`src/rtl/vcm_focus_sweep.sv`:
```
// Frame-synchronous autofocus sequencer: sweeps the VCM through coarse positions,
// keeps the sharpest one, then parks the lens there.
module vcm_focus_sweep #(
  parameter int unsigned STAT_W        = 18,
  parameter int unsigned STEP_INC      = 16,
  parameter int unsigned STEP_MAX      = 1023,
  parameter int unsigned SETTLE_FRAMES = 2
) (
  input  logic              CLK,
  input  logic              RESET,
  input  logic              START,
  input  logic              FRAME_END,
  input  logic [STAT_W-1:0] SHARP,
  input  logic              VCM_ACK,
  output logic              VCM_REQ,
  output logic [15:0]       VCM_DATA,
  output logic [9:0]        STEP,
  output logic [9:0]        BEST_STEP,
  output logic              VCM_END,
  output logic              BUSY
);

  localparam int unsigned POS_W = 10;
  localparam int unsigned SUM_W = POS_W + 1;
  localparam int unsigned CNT_W = 4;

  localparam logic [SUM_W-1:0] INC_X    = SUM_W'(STEP_INC);
  localparam logic [SUM_W-1:0] MAX_X    = SUM_W'(STEP_MAX);
  localparam logic [POS_W-1:0] LAST_POS = POS_W'(STEP_MAX);
  localparam logic [CNT_W-1:0] SETTLE_N = CNT_W'(SETTLE_FRAMES);

  typedef enum logic [2:0] {
    S_IDLE,
    S_MOVE,
    S_SETTLE,
    S_MEASURE,
    S_NEXT,
    S_RETURN,
    S_DONE
  } state_t;

  state_t             r_state;
  logic               r_start_d;
  logic [STAT_W-1:0]  r_best_val;
  logic [CNT_W-1:0]   r_frame_cnt;
  logic [POS_W-1:0]   r_step;
  logic [POS_W-1:0]   r_best_step;
  logic               r_req;
  logic [15:0]        r_data;
  logic               r_end;
  logic               r_busy;

  logic               w_start_edge;
  logic [SUM_W-1:0]   w_step_sum;
  logic [POS_W-1:0]   w_step_next;
  logic [CNT_W-1:0]   w_cnt_inc;

  assign w_start_edge = START & ~r_start_d;
  // Next sweep point, computed one bit wider so a large increment cannot wrap past the clamp
  assign w_step_sum   = {1'b0, r_step} + INC_X;
  assign w_step_next  = (w_step_sum > MAX_X) ? LAST_POS : w_step_sum[POS_W-1:0];
  assign w_cnt_inc    = r_frame_cnt + 1'b1;

  always_ff @(posedge CLK or posedge RESET) begin
    if (RESET) begin
      r_state     <= S_IDLE;
      r_start_d   <= 1'b0;
      r_best_val  <= '0;
      r_frame_cnt <= '0;
      r_step      <= '0;
      r_best_step <= '0;
      r_req       <= 1'b0;
      r_data      <= '0;
      r_end       <= 1'b0;
      r_busy      <= 1'b0;
    end else begin
      r_start_d <= START;
      case (r_state)
        S_IDLE: begin
          if (w_start_edge) begin
            r_step      <= '0;
            r_data      <= '0;
            r_best_val  <= '0;
            r_best_step <= '0;
            r_end       <= 1'b0;
            r_busy      <= 1'b1;
            r_state     <= S_MOVE;
          end
        end
        // Shared handshake: the request rises one cycle after entry, so an early ACK is ignored
        S_MOVE, S_RETURN: begin
          if (r_req && VCM_ACK) begin
            r_req       <= 1'b0;
            r_frame_cnt <= '0;
            r_state     <= (r_state == S_MOVE) ? S_SETTLE : S_DONE;
          end else begin
            r_req <= 1'b1;
          end
        end
        S_SETTLE: begin
          if (SETTLE_N == '0) begin
            r_state <= S_MEASURE;
          end else if (FRAME_END) begin
            r_frame_cnt <= w_cnt_inc;
            if (w_cnt_inc == SETTLE_N) r_state <= S_MEASURE;
          end
        end
        S_MEASURE: begin
          if (FRAME_END) begin
            if (SHARP > r_best_val) begin
              r_best_val  <= SHARP;
              r_best_step <= r_step;
            end
            r_state <= S_NEXT;
          end
        end
        S_NEXT: begin
          if (r_step == LAST_POS) begin
            r_step  <= r_best_step;
            r_data  <= {2'b00, r_best_step, 4'h0};
            r_state <= S_RETURN;
          end else begin
            r_step  <= w_step_next;
            r_data  <= {2'b00, w_step_next, 4'h0};
            r_state <= S_MOVE;
          end
        end
        S_DONE: begin
          r_end   <= 1'b1;
          r_busy  <= 1'b0;
          r_state <= S_IDLE;
        end
        default: r_state <= S_IDLE;
      endcase
    end
  end

  assign VCM_REQ   = r_req;
  assign VCM_DATA  = r_data;
  assign STEP      = r_step;
  assign BEST_STEP = r_best_step;
  assign VCM_END   = r_end;
  assign BUSY      = r_busy;

endmodule

```
`config.mk`:
```
export PLATFORM = sky130hd
export DESIGN_NAME = vcm_focus_sweep
export DESIGN_NICKNAME = d
export VERILOG_FILES = /design/src/rtl/vcm_focus_sweep.sv
export SDC_FILE = /design/constraint.sdc
export NUM_CORES = 1
export LEC_CHECK = 0
export CAP_MARGIN = 20
export CORE_UTILIZATION = 30
export CTS_CLUSTER_SIZE = 12
export DETAILED_ROUTE_END_ITERATION = 16
export PLACE_DENSITY_LB_ADDON = 0.1
export SLEW_MARGIN = 5
export SYNTH_ARGS = -nofsm -noshare
export SYNTH_HDL_FRONTEND = slang
export SYNTH_SLANG_ARGS = --single-unit
```
`constraint.sdc`:
```
create_clock -name CLK -period 2.4 [get_ports CLK]
set_input_delay 0.6 -clock CLK [delete_from_list [all_inputs] [get_ports CLK]]
set_output_delay 0.6 -clock CLK [all_outputs]
set_load 0.1 [all_outputs]
```
==> flow_summary.toml <==
[grt]
grt_remaining_overflow = 0
antenna_found_initial = 0
grt_pass1_wl_um = 11200
first_global_vias = 2324
grt_max_degree = 26
track_usage_pct = 14.0

[final_layout]
final_nets = 412
diodes = 0
area_growth_pct = 32.5
layout-drive-gt1-share_pct = 25.0
ff_latch_area_um2 = 1230
multi_input_area_um2 = 1530
stdcell_area_um2 = 3880
nFillCells = 931
fin_cells = 497

[timing]
drv_slew = 0
fin_crit_ns = 2.34
timing.final.ws_setup_ns = 0.0616
hold_viol_final = 0
fmax_mhz = 428
clock-skew-final_ns = 0.00335
setup_viol = 0
fin_crit_sh_pct = 97.4

[pwr]
p_int_w = 0.00196
switchingPower_w = 0.00142
power.leakage_nw = 1.82
sw_frac_of_total_pct = 42.1
pwr-share-comb_pct = 47.5
p_per_area_nw_per_um2 = 873
pwr-share-seq_pct = 36.9
ir_worst_vdd_mv = 0.284
power_frac_clock_pct = 15.6

[cts]
cts_tree = "yes"
insertion_delay_ns = 0.30
ctsLongestPathBuffers = 2
numCtsBuffers = 5
h-tree-depth = 2
root_buffer = "clkbuf_8"
clk_pin_slew_ns = 0.09
clock_sinks = 49
cts_setup_buffers = 0
cts_hold_buf = 0

[synth]
ys_ff_latch = 49
synthDistinctLibCells = 46
synthTopCellsByCount = "49 x dfrtp_1, 33 x a22o_1, 27 x inv_1"
synth_cells = 308
syn_avg_cell_area_um2 = 9.51
syn_area_um2 = 2930
ys.flop_type = "dfrtp_1"
yosysMostFrequentCell = "dfrtp_1"
synth_warnings = 0
synth_top_cell_area_share_pct = 41.9
synthTopCellsByArea = "dfrtp_1 42%, a22o_1 9.9%, ha_1 9.4%, buf_4 5.4%, inv_1 3.5%"
ys_seq_area_share_pct = 41.9
synth_top_cell_by_area = "dfrtp_1"
async_flop_share_pct = 100
synth_edf_count = 0

[critical_path]
end_kind = "flip-flop"
crit_family = "simple AND/OR/NAND/NOR gates"
r2r_setup_slack_ns = 0.23
r2r_start = "r_best_val[15]$_DFFE_PP0P_"
arrival_ns = 2.53
r2r_end = "BEST_STEP[4]$_DFFE_PP0P_"
startpoint = "SHARP[13]"
slowest_stage = "clkdlybuf4s50_1"
max_stage_delay_ns = 0.46
crit_chain = "clkdlybuf4s50_1 > ha_4 > nand2_2 > nor3_4 > nand4_1 > nand4_1 > a21oi_4 > clkbuf_16 > a22o_1"
cp.buffers_inverters = 2
crit_path_max_fanout = 6
rr_worst_depth = 9
crit_type = "in -> reg"
cp-start-kind = "input port"
required_ns = 2.59
path_common_cell = "nand4_1"

[die]
die_h_um = 101
start_util_pct = 31.4
ios = 62
core_um2 = 9330
row_count = 35
dieArea_um2 = 10200
die_x_um = 101

[outcome]
status = "finished clean"

[place]
numPortBuffers = 55
place_ws_ns = -0.379
place.gp.congestion = 0.749
dp_hpwl_um = 4980
placed_area_um2 = 3560
place_inst = 486

[drt]
vias = 2450
wl_per_cell_um = 14.3
drt_iter0_markers = 81
dr.pass1.iters = 4
drc = 0
vias_per_cell = 4.93
wirelength_um = 7120
ant_nets = 0

[worst_hold_path]
holdPathStages = 1
hp-class = "reg -> reg"
hold_end = "r_best_val[13]$_DFFE_PP0P_"
min-delay-start = "r_best_val[13]$_DFFE_PP0P_"

[flow_run]
drv_cap = 0
-- per-layer routing --
layer / global-route usage [%] / wire length (µm) / vias up
met5: 0 / 0 / -
met4: 4.35 / 75 / 0
met3: 2.43 / 232 / 7
met2: 21.8 / 3220 / 58
met1: 19.8 / 3590 / 1170
li1: - / - / 1215
-- state kept, by name (all words and copies together) (netlist names) --
name         flops
r_start_d        1
VCM_DATA        10
BEST_STEP       10
VCM_REQ          1
VCM_END          1
r_best_val      18
BUSY             1
r_state          3
r_frame_cnt      4
-- cell type report --
type | count | share of cell area [%]
tap | 129 | 4.16
sequential | 49 | 31.8
clock buffer | 7 | 2.48
multi-input combinational | 206 | 39.4
inverter | 28 | 2.71
clock inverter | 1 | 0.129
timing repair buffer | 77 | 19.3
-- kinds of logic (layout without fill, tap and decap cells) --
logic type,count (synthesis),in the layout,share of synthesized area [%]
AO/OA/AOI/OAI,98,98,24.0
AND/OR/NAND/NOR,78,78,13.3
buffers and inverters,58,113,10.6
flip-flops,49,49,41.9
adder cells (fa/ha/maj),22,22,9.40
other,1,6,0.128
XOR/XNOR,1,1,0.299
multiplexers,1,1,0.342
-- how the worst max path moves through the flow --
stage	end	cells after the start
2_1_floorplan	VCM_DATA[12]$_DFFE_PP0P_	6
3_3_place_gp	BEST_STEP[0]$_DFFE_PP0P_	8
3_5_place_dp	r_best_val[2]$_DFFE_PP0P_	9
4_1_cts	BEST_STEP[2]$_DFFE_PP0P_	8
5_1_grt	r_best_val[4]$_DFFE_PP0P_	9
6_report	BEST_STEP[4]$_DFFE_PP0P_	9
-- per-stage QoR --
| step | utilization, % | setup TNS (ns) | total power, W | hold WS (ns) |
|---|---|---|---|---|
| finish | 41.6 | 0 | 0.00339 | 0.506 |
| global route | 41.6 | -0.00906 | 0.00366 | 0.522 |
| CTS | 39.3 | 0 | 0.00329 | 0.510 |
| detailed placement | 38.1 | -10.22 | 0.00273 | 0.482 |
| global placement | 38.1 | -8.71 | 0.00274 | 0.484 |
| floorplan | - | 0 | 0.00234 | 0.466 |
-- power by group through the flow --
| stage | clock network, W | registers [W] | logic [W] |
|---|---|---|---|
| 2_1_floorplan | 0 | 0.00133 | 0.00100 |
| 3_3_place_gp | 0 | 0.00127 | 0.00147 |
| 3_5_place_dp | 0 | 0.00126 | 0.00147 |
| 4_1_cts | 0.000555 | 0.00125 | 0.00148 |
| 5_1_grt | 0.000582 | 0.00129 | 0.00179 |
| 6_report | 0.000528 | 0.00125 | 0.00161 |
-- cell usage in the layout, fill, tap and decap left out, types with 2 or more instances in the layout --
master and instances:
and2_1 4, o31ai_1 3, buf_12 3, nor3b_1 2, dlymetal6s2s_1 14, a21o_1 2, nand2_1 20, buf_4 48
nand3_1 6, o21ai_0 15, ha_1 17, o41ai_1 2, nand2b_1 2, nor4_1 3, a21oi_1 18, clkdlybuf4s50_1 8
nor2_1 16, dfrtp_2 7, clkbuf_16 2, inv_1 26, nor3_1 8, nand4_1 6, ha_4 5, dfrtp_1 42
conb_1 6, o22ai_1 4, o22a_1 4, a31o_2 2, clkbuf_8 7, buf_6 2, a31oi_1 2, a22o_1 33
-- repair_timing --
action / 4_1_cts / 5_1_grt
pin swaps: 1 / 25
cloned: 0 / 3
gates resized for setup: 2 / 29
hold endpoints to repair: 0 / 0
setup endpoints to repair: 28 / 28
No activity file was read; power rests on OpenSTA's default activity.
==> patch 1: new RTL, same flow settings <==
`CNT_W`: 4 -> 3.
--- a/src/rtl/vcm_focus_sweep.sv
+++ b/src/rtl/vcm_focus_sweep.sv
@@ -23,5 +23,5 @@
   localparam int unsigned POS_W = 10;
   localparam int unsigned SUM_W = POS_W + 1;
-  localparam int unsigned CNT_W = 4;
+  localparam int unsigned CNT_W = 3;
 
   localparam logic [SUM_W-1:0] INC_X    = SUM_W'(STEP_INC);
Formal check against the unedited RTL: no difference found for any inputs over 10 cycles, from zero or initial values and one cycle with RESET high; that may be too few to reach the edited logic, so the function may still have changed.
==> patch 1 against the original RTL <==
First-iteration DRC count rose by 16%. Die area is 4.3% lower. Clock power increased by 55%. Total power rose by 17%. Wire length shrank 4.2%. Area after synthesis fell by 4.4%. Worst setup slack gained 0.027 ns. Cell area is 2.1% lower. Sequential cell count down 1. Sequential power shrank 5%. Critical path type unchanged. Highest routed layer unchanged.
==> patch 1: results <==
synthesis:
  synthFlopType: "dfrtp_1"
  synth_edf_count: 0
  yosys_warnings: 0
  netlist_top_cells_count: "48 x dfrtp_1, 31 x a22o_1, 23 x inv_1, 22 x ha_1, 20 x nand2_1"
  synth.area.top_cells: "dfrtp_1 43%, ha_1 9.8%, a22o_1 9.7%"
  synthArstFlopShare: 1.000
  ys_types: 44
  seq_area_frac_synth: 0.4290
clock_tree:
  numCtsBuffers: 5
  clk_latency_ns: 0.30
  clk_pin_slew_ns: 0.10
  clockRootBuffer: "clkbuf_8"
  clock_path_buffers: 2
  cts.htree.levels: 2
place:
  io_buffer_count: 55
  gp_congestion: 0.7494
  dp_hpwl_um: 4634
final_layout:
  largest_reg_flops: 18
  nNetsFinal: 390
  n_antenna_cell: 0
  top_register: "r_best_val"
  drive_gt1_frac: 0.2746
  fillCellCount: 886
setup_path:
  r2r_start: "r_best_val[16]"
  critPathLaunch: "SHARP[17]"
  crit_fanout: 6
  rrSetupSlack_ns: 0.23
  critPathMaxStageDelay_ns: 0.29
  rr_worst_depth: 11
  endpoint: "r_best_val[7]"
  critPathTopFamily: "buffers and inverters"
  crit_path_top_delay_cell: "ha_4"
sta:
  clock_skew_ns: 0.008662
power:
  ir_drop_v: 0.0004217
  cellLeakagePower_nw: 1.791
  power.switching_mw: 1.706
hold_path:
  hold_path_class: "flop to flop"
detailed_routing:
  drt_first_iter_violations: 94
  via_per_inst: 4.978
  wirelength_um: 6823
  ant_nets: 0
  first_pass_iters: 4
global_routing:
  grt_pass1_wl_um: 11420
  grt_pass1_vias: 2261
  grtUsageTotal: 0.1468
  grt_max_degree: 35
  antenna_found_initial: 0
status:
  status: "completed"
## patch 1: metal layers
layer / global-route usage / wire length (um)
met1: 0.2030 / 3414
met2: 0.2394 / 3140
met3: 0.02199 / 191
met4: 0.04133 / 77
met5: 0 / 0
## patch 1: power by group through the flow
stage                     Sequential, mW  Clock, mW  Combinational, mW
after global routing                1.23      0.870               2.12
after floorplan                     1.54          0               1.00
after CTS                           1.19      0.849               1.90
final                               1.19      0.819               1.94
after detailed placement            1.20          0               1.73
after global placement              1.21          0               1.72
## patch 1: worst reg2reg max path: stages, from the launching register on
cell     delay, ns
dfrtp_1       0.37
inv_1         0.07
ha_4          0.27
nand4_4       0.13
nor3_2        0.19
nor4_2        0.05
buf_4         0.15
nor2b_1       0.12
a21o_1        0.23
buf_4         0.14
buf_4         0.15
a22o_1        0.18
## patch 1: repair_timing
item | in CTS | in global routing
resized for setup | 20 | 18
hold buffers | 0 | 0
buffers inserted | 3 | 3
endpoints found under the setup margin | 28 | 28
pin swaps | 10 | 18
cloned | 1 | 1
## patch 1: kinds of logic (layout without fill, tap and decap cells)
group,after synthesis,after routing,share of synthesized area
adders and majority gates,22,22,0.09830
muxes,1,1,0.003575
buffers and inverters,50,109,0.1081
AOI/OAI and AO/OA,85,85,0.2100
DFF,48,48,0.4290
other,1,6,0.001339
xor gates and xnor gates,3,3,0.009385
and+or+nand+nor,72,72,0.1403
## patch 1: how the worst min path moves through the flow
stage | startpoint | end | slack (ns) | cells after the start
global route | r_best_val[12] | r_best_val[12] | 0.52 | 1
CTS | BUSY | BUSY | 0.50 | 2
global placement | VCM_END | VCM_END | 0.47 | 2
floorplan | r_best_val[12] | r_best_val[12] | 0.47 | 1
detailed placement | BUSY | BUSY | 0.47 | 2
finish | BUSY | BUSY | 0.50 | 2
## patch 1: cell type report
type                    count  area share
clock inverters             3     0.02371
repair buffers             77      0.1956
well taps                 108     0.03556
multi-input cells         189      0.3862
inverters                  24     0.02371
flip-flops and latches     48      0.3171
clock buffers               5     0.01811
## patch 1: through the flow
stage          area (um^2)  hold WS, ns  setup slack, ns  std cells
2_1_floorplan         2823       0.4658          0.02154        287
6_report              3800       0.4954          0.08904        454
3_5_place_dp          3368       0.4716          -0.4193        438
3_3_place_gp          3368       0.4687          -0.4034        438
5_1_grt               3800       0.5207          0.01133        454
4_1_cts               3679       0.4960        0.0007641        450
==> patch 2: new RTL, config.mk and constraints unchanged <==
Made on the original files. Encoding of `state_t`: now one-hot (7 bits for 7 states).
--- a/src/rtl/vcm_focus_sweep.sv
+++ b/src/rtl/vcm_focus_sweep.sv
@@ -30,12 +30,12 @@
   localparam logic [CNT_W-1:0] SETTLE_N = CNT_W'(SETTLE_FRAMES);
 
-  typedef enum logic [2:0] {
-    S_IDLE,
-    S_MOVE,
-    S_SETTLE,
-    S_MEASURE,
-    S_NEXT,
-    S_RETURN,
-    S_DONE
+  typedef enum logic [6:0] {
+    S_IDLE    = 7'b0000001,
+    S_MOVE    = 7'b0000010,
+    S_SETTLE  = 7'b0000100,
+    S_MEASURE = 7'b0001000,
+    S_NEXT    = 7'b0010000,
+    S_RETURN  = 7'b0100000,
+    S_DONE    = 7'b1000000
   } state_t;
 
Check against the original RTL: no difference found for any inputs over 10 cycles, from zero or initial values and one cycle with RESET high; not proved beyond that.
==> patch 2 against the original RTL <==
Worst setup slack lost 0.035 ns. Hold slack better by 0.0027 ns. Wire length increased by 9.9%. Area after synthesis is 5.9% higher. Clock skew grew 0.016 ns. Clock power up 4.2%. Sequential power fell by 12%. Cell area rose by 4.8%. Total power decreased by 19%. Via count rose by 5.3%. Sequential cell count is 4 higher. Combinational power decreased by 31%. Critical path depth unchanged. Global-route usage up 0.98 points. Critical endpoint is now r_best_val[11]. Largest cell class unchanged.
==> patch 2: results <==
clock_tree:
  clk_latency_ns: 0.32
  numCtsBuffers: 5
  cts.htree.levels: 2
  clock_path_buffers: 2
synthesis:
  synth-xor-area-share: 0.01129
  synthAdderAreaFrac: 0.08875
  netlist_instances: 320
  ys_types: 56
  synthMuxAreaShare: 0.006454
  netlist_top_cells_count: "52 x dfrtp_1, 38 x nand2_1, 30 x a22o_1, 25 x inv_1, 22 x ha_1"
  synth.area.top_cells: "dfrtp_1 42%, ha_1 8.9%, a22o_1 8.5%"
  seq_area_frac_synth: 0.4280
  yosys_warnings: 0
  synth_compound_area_frac: 0.2081
  synthArstFlopShare: 1.000
setup_path:
  critPathMaxStageDelay_ns: 0.51
  arrival_ns: 2.62
  crit_path_top_delay_cell: "or4_4"
  rrSetupSlack_ns: 0.05
  rr_worst_depth: 10
  r2r_start: "r_best_val[16]"
  r2r-end: "r_best_val[11]"
  crit_fanout: 6
place:
  placed_cells: 507
  post_dp_cell_area_um2: 3885
  gp_congestion: 0.7414
  post-place-ws_ns: -0.5274
  dp_hpwl_um: 5383
global_routing:
  grtUsageTotal: 0.1497
  grt_pass1_vias: 2475
  grt_max_degree: 54
  grt_pass1_wl_um: 12880
power:
  cellLeakagePower_nw: 1.859
  swShare: 0.4166
  ir_drop_v: 0.0003683
detailed_routing:
  num_vias: 2581
  met3_length_um: 251
  drt_first_iter_violations: 130
  wirelength_um: 7825
  wl_met2_um: 3506
  wl_met1_um: 4013
  first_pass_iters: 4
die:
  die_w_um: 103.7
status:
  status: "completed"
final_layout:
  drive_gt1_frac: 0.2931
  nNetsFinal: 433
  stdcell_count: 522
sta:
  clock_skew_ns: 0.01982
  hold_ws_ns: 0.5087
## patch 2: changes by cell type in the layout (fill, tap and decap cells not counted), sizes merged, moves of 5 or more
cell	change
buf	+10
dlygate4sd2	+7
o21ai	-6
dlymetal6s2s	-14
and3	+5
nand2	+17
## patch 2: repair_timing
| action | 4_1_cts | 5_1_grt |
|---|---|---|
| gates resized for setup | 39 | 18 |
| setup buffers | 7 | 1 |
| pin swaps | 15 | 17 |
| setup endpoints to repair | 28 | 28 |
| cloned | 2 | 0 |
## patch 2: cell type report
class	count	area [um^2]
Fill cell	1001	5843
Tap cell	133	166.4
Clock inverter	3	25.02
Inverter	25	93.84
Sequential cell	53	1334
Multi-Input combinational cell	220	1698
Clock buffer	5	68.82
Timing Repair Buffer	83	680.7
## patch 2: layer usage
metal / GRT usage / vias up
li1: - / 1265
met1: 0.2184 / 1250
met2: 0.2359 / 61
met3: 0.02077 / 5
met4: 0.03061 / 0
met5: 0 / -
## patch 2: worst max path at each step
| stage | start | endpoint | slack [ns] |
|---|---|---|---|
| floorplan | SHARP[17] | BEST_STEP[0] | 0.004 |
| global placement | SHARP[12] | BEST_STEP[6] | -0.50 |
| detailed placement | SHARP[13] | r_best_val[17] | -0.53 |
| CTS | SHARP[7] | r_best_val[17] | -0.04 |
| global route | r_best_val[16] | BEST_STEP[7] | -0.06 |
| finish | SHARP[4] | r_best_val[11] | 0.03 |
## patch 2: power groups by stage
stage,clock (mW),sequential (mW),combinational (mW)
floorplan,0,1.23,0.654
global placement,0,1.11,1.06
detailed placement,0,1.11,1.06
CTS,0.574,1.10,1.14
global route,0.596,1.12,1.21
finish,0.550,1.10,1.11
